<file path="src/rtl/zap_shifter_divide.sv">
// zap_shifter_divide: sequential 32/32 restoring divider for the execute
// stage. One quotient bit per cycle; signed operands are handled by dividing
// magnitudes and fixing signs at the end. Fixed latency of 35 cycles, or 2
// cycles for a zero divisor.
module zap_shifter_divide #(
  parameter logic [31:0] DIV_ZERO_VALUE = 32'd0
) (
  input  logic        i_clk,
  input  logic        i_reset_n,
  input  logic        i_clear_from_writeback,
  input  logic        i_data_stall,
  input  logic        i_clear_from_alu,
  input  logic        i_start,
  input  logic        i_signed,
  input  logic [31:0] i_rn,
  input  logic [31:0] i_rm,
  output logic [31:0] o_rd,
  output logic [31:0] o_rem,
  output logic        o_busy,
  output logic        o_valid,
  output logic        o_div_zero
);

  typedef enum logic [2:0] {
    S_IDLE, S_PREP, S_CALC, S_FIX, S_DONE
  } state_t;

  state_t      state, state_nxt;
  logic [31:0] rn, rm;       // latched operands, magnitudes after PREP
  logic        sgn;
  logic        neg_q, neg_r;
  // Partial remainder is always < |rm| < 2^32, so its top bit is never set
  // and only 32 bits are stored; the trial subtraction is still 33 bits wide.
  logic [31:0] rem;
  logic [31:0] q;
  logic [4:0]  cnt;
  logic [32:0] trial;
  logic        adv;

  // Datapath moves only when no flush or stall is pending; a flush never
  // touches the output registers.
  assign adv   = !i_clear_from_writeback && !i_data_stall && !i_clear_from_alu;
  assign trial = {rem, q[31]} - {1'b0, rm};

  assign o_valid = (state == S_DONE);
  assign o_busy  = (state == S_IDLE) ? i_start : (state != S_DONE);

  // State register with flush/stall priority.
  always_ff @(posedge i_clk or negedge i_reset_n) begin
    if (!i_reset_n)                  state <= S_IDLE;
    else if (i_clear_from_writeback) state <= S_IDLE;
    else if (i_data_stall)           state <= state;
    else if (i_clear_from_alu)       state <= S_IDLE;
    else                             state <= state_nxt;
  end

  // Next-state decode.
  always_comb begin
    state_nxt = state;
    case (state)
      S_IDLE: if (i_start) state_nxt = S_PREP;
      S_PREP: state_nxt = (rm == 32'd0) ? S_DONE : S_CALC;
      S_CALC: if (cnt == 5'd0) state_nxt = S_FIX;
      S_FIX:  state_nxt = S_DONE;
      S_DONE: state_nxt = S_IDLE;
      default: state_nxt = S_IDLE;
    endcase
  end

  // Operand capture, iteration and result registers.
  always_ff @(posedge i_clk or negedge i_reset_n) begin
    if (!i_reset_n) begin
      rn <= '0; rm <= '0; sgn <= 1'b0; neg_q <= 1'b0; neg_r <= 1'b0;
      rem <= '0; q <= '0; cnt <= '0;
      o_rd <= '0; o_rem <= '0; o_div_zero <= 1'b0;
    end else if (adv) begin
      case (state)
        S_IDLE: if (i_start) begin
          rn  <= i_rn;
          rm  <= i_rm;
          sgn <= i_signed;
        end
        S_PREP: begin
          neg_q <= sgn & (rn[31] ^ rm[31]);
          neg_r <= sgn & rn[31];
          rm    <= (sgn && rm[31]) ? -rm : rm;
          q     <= (sgn && rn[31]) ? -rn : rn;
          rem   <= '0;
          cnt   <= 5'd31;
          if (rm == 32'd0) begin
            o_rd       <= DIV_ZERO_VALUE;
            o_rem      <= rn;
            o_div_zero <= 1'b1;
          end
        end
        S_CALC: begin
          if (!trial[32]) begin
            rem <= trial[31:0];
            q   <= {q[30:0], 1'b1};
          end else begin
            rem <= {rem[30:0], q[31]};
            q   <= {q[30:0], 1'b0};
          end
          cnt <= cnt - 5'd1;
        end
        S_FIX: begin
          o_rd       <= neg_q ? -q : q;
          o_rem      <= neg_r ? -rem : rem;
          o_div_zero <= 1'b0;
        end
        default: ;
      endcase
    end
  end

endmodule

</file>
<file path="config.mk">
export PLATFORM = sky130hd
export DESIGN_NAME = zap_shifter_divide
export DESIGN_NICKNAME = d
export VERILOG_FILES = /design/src/rtl/zap_shifter_divide.sv
export SDC_FILE = /design/constraint.sdc
export NUM_CORES = 1
export LEC_CHECK = 0
export ABC_CLOCK_PERIOD_IN_PS = 6870
export BUFFER_PORTS_ARGS = -buffer_cell sky130_fd_sc_hd__buf_4
export CAP_MARGIN = 25
export CORE_UTILIZATION = 48
export CTS_BUF_LIST = sky130_fd_sc_hd__clkbuf_8
export DETAILED_ROUTE_END_ITERATION = 10
export GPL_TIMING_DRIVEN = 1
export PLACE_DENSITY = 0.67
export SLEW_MARGIN = 20
export SYNTH_ARGS = -nofsm -noshare
export SYNTH_HDL_FRONTEND = slang
export SYNTH_SLANG_ARGS = --single-unit
</file>
<file path="constraint.sdc">
create_clock -name i_clk -period 6.87 [get_ports i_clk]
set_clock_uncertainty 0.05 [all_clocks]
set_input_delay 0.3435 -clock i_clk [delete_from_list [all_inputs] [get_ports i_clk]]
set_output_delay 0.3435 -clock i_clk [all_outputs]
set_load 0.02 [all_outputs]
</file>
==> summary.md <==
| Metric | Value |
|---|---|
| Status | complete, no violations |
| Vias in the first global route | 10,830 |
| Hold_sp | i_rn[13] |
| Mapped Area | 12,730 um2 |
| Top area cells in the synthesized netlist | dfrtp_1 (40%), o21ai_0 (6.8%), nand2_1 (5.3%) |
| CTS max path bufs | 3 |
| Leakage | 6.956 nW |
| Initial antenna violation count | 0 |
| Hold Path Depth | 2 |
| Routing usage on met1 | 0.3583 |
| PD cells | 247.1 nW/um2 |
| Layout cells sized above 1 | 0.1606 |
| Crit path DAT | between 4 and 5 ns |
| Post-synth top cells | dfrtp_1 (204), nand2_1 (181), o21ai_0 (173) |
| Setup_tns | 0 ns |
| Seq/Total Area, Yosys | 0.4011 |
| First-pass GRT wire length | 56,750 um |
| Hold endpoint | rn[13] |
| Routed vias | 11,520 |
| IO Port Bufs | 137 |
| Die Footprint | 27,170 um2 |
| IO Pins | 138 |
| Total track usage | 0.2644 |
| Clk sinks | a little over 200 |
| Reg2reg setup slack | between 2 and 3 ns |
| Synth Area per Inst | 8.778 um2 |
| RSZ-0062 raised after global routing | no |
| Top_reg_cell synth | dfrtp_1 |
| Area leader, netlist | dfrtp_1 |
| Total power | around 3.8 mW |
| Worst Hold Class | primary input to flop |
| Synth async-reset ratio | 1.000 |
| Post-cts sizing count | 0 |
| Register bit total from synthesis | between 200 and 250 |
| DP Cell Count | 1,856 |
| GR peak layer | met2 |
| Final Instance Count excl. Fillers | between 1,500 and 2,000 |
| Crit path max-delay cell type | xnor2_4 |
| CTS tree | yes |
| Final worst setup slack | between 2 and 3 ns |
| Setup CP Type | flop to flop |
| Ys Warns | 0 |
| Area Overhead vs Synth | 21.06% |
| Dpl hpwl | 25,470 um |
| CTS Buf Count | 38 |
| Critical register-to-register path endpoint | rem[22] |
| Worst path max stage delay | roughly 0.46 ns |
| Hold Vio Cnt, Final | 0 |
| Placement Setup Slack | 2.794 ns |
| Syn_nets | 1,560 |
| Chip width | 164.8 um |
| Drt total wl | 35,520 um |
| DRC | 0 |
| Yosys top cell area share | 0.4011 |
| Worst-path cell chain | ha_1, fa_1, nand2b_1, a21o_1, and3_1, o31ai_1, buf_4, a211o_1, a311oi_1, xnor2_4, buf_4, mux2i_1, o21ai_0 |
| Via density | 5.804 |
| Syn Inst Count | 1,450 |
| Tcrit/Tclk final | 0.5700 |
| Netlist cell types | 67 |
| Fmax | around 260 MHz |
| Initial Util | 0.4885 |
| Iteration-0 DRC count of the detailed router | 814 |
| M2 GR Usage | 0.4375 |
| # nets final | 1,733 |
| Final slew viol count | 0 |
| Overflow left after global routing | 0 |
| CP Capture Type | flop |
| Count leader, synth | dfrtp_1 |
| Critical R2R Launch | rm[0] |
| Worst Max-Slew Pin Slew | 1.024 ns |
| H-tree Lvls | 2 |
| Clk_lat worst skew | 0.54 ns |
| Clk pin slew, worst setup/hold paths | 0.06 ns |
| CP bufs+invs | 2 |
| Antenna Cells | 0 |
| Worst slew margin | 0.3173 |
| CTS root buf | clkbuf_8 |
| Worst path required time | 7.21 ns |
| Reg2Reg Depth | 13 |
| Grt met3 use | 0.03315 |
| CP startpoint kind | flop |
| GP Congestion | 0.8781 |
| CP Max Fanout | 24 |
| CP most frequent cell | buf_4 |
| EDFF count, synth | 0 |
| Max VDD drop | 0.0001735 V |
| Crit-path leading delay family | compound AO/OA/AOI/OAI gates |
| Max-Cap Viols | 0 |
| Post-layout min period | 3.916 ns |
| Core area | ~26,000 um2 |
| Chip height | 164.8 um |
| WL/cell | 17.89 um |
| Drt first pass iters | 5 |
| Final ANT Viol Nets | 0 |
| Endpoints failing setup | 0 |
| Crit path depth | 13 |
| Rows | 59 |
| Largest net degree at the start of global routing | between 90 and 100 |
-- metrics by stage --
stage          utilization  hold slack [ns]  cell area (um2)
6_report            0.5913          0.03722            15410
5_1_grt             0.5913         0.008276            15410
4_1_cts             0.5905         0.004899            15390
3_5_place_dp        0.5376           0.4213            14010
3_3_place_gp        0.5376           0.4142            14010
2_1_floorplan            -        -0.002091            12730
-- metal layers --
metal,part of all wire,vias up
met2,0.47,365
met3,0.048,62
met1,0.46,5485
met4,0.025,0
met5,0,-
li1,-,5608
-- worst max path at each step --
stage	startpoint	end	slack, ns
floorplan	rm[0]	rem[10]	3.38
global placement	state[2]	rm[26]	2.87
detailed placement	state[2]	rm[6]	2.79
CTS	state[2]	rm[6]	2.77
global route	q[31]	rem[15]	2.73
finish	rm[0]	rem[22]	2.95
-- what timing repair did --
action | in CTS | in global routing
buffers inserted | 0 | 0
hold endpoints to repair | 149 | 0
hold buffers | 61 | 0
-- state kept, by name, summed over array words and instances, names as in the netlist --
register / flops
cnt: 5
neg_q: 1
neg_r: 1
o_div_zero: 1
o_rd: 32
o_rem: 32
q: 32
rem: 32
rm: 32
rn: 32
sgn: 1
state: 3
-- final cells by class --
cell class                 instances  area [um2]
fill                            2317       10650
multi-input combinational       1117        7158
sequential                       204        5105
timing repair buffer             214        1778
clock buffer                      47       646.9
tap                              335       419.2
inverter                          48       180.2
clock inverter                    20       121.4
-- where the power goes --
part / total [mW] / internal (mW) / leakage [nW] / switching, mW
registers: 1.66 / 1.38 / 2.67 / 0.284
clock network: 1.18 / 0.657 / 0.439 / 0.519
logic: 0.971 / 0.447 / 3.85 / 0.524
total: 3.81 / 2.48 / 6.96 / 1.33
-- layout by cell type (no fill, tap or decap), types with 15 or more instances in the layout --
cell type / netlist / routed
o21ai_0: 173 / 173
xor2_1: 75 / 75
dfrtp_1: 204 / 204
ha_1: 38 / 38
clkbuf_8: 0 / 48
xnor2_1: 40 / 40
buf_4: 1 / 151
nor2_1: 98 / 96
o31ai_1: 34 / 34
and3_1: 16 / 16
or4_1: 15 / 15
or3_1: 29 / 29
a21o_1: 15 / 15
nand3_1: 20 / 20
nand4_1: 15 / 15
a221o_1: 36 / 36
nand2_1: 181 / 181
mux2_2: 31 / 31
dlygate4sd3_1: 0 / 61
inv_1: 47 / 57
mux2i_1: 29 / 29
a21oi_1: 100 / 100
nor3_1: 33 / 31
-- logic make-up after synthesis --
kind of cell             after synthesis  synth area share
AND/OR/NAND/NOR                      460            0.1711
AO/OA/AOI/OAI                        442            0.2182
flip-flops                           204            0.4011
buffers and inverters                129           0.04001
XOR/XNOR                             116           0.08041
multiplexers                          60           0.05023
adder cells (fa/ha/maj)               39           0.03893
(Power assumes the default switching activity.)
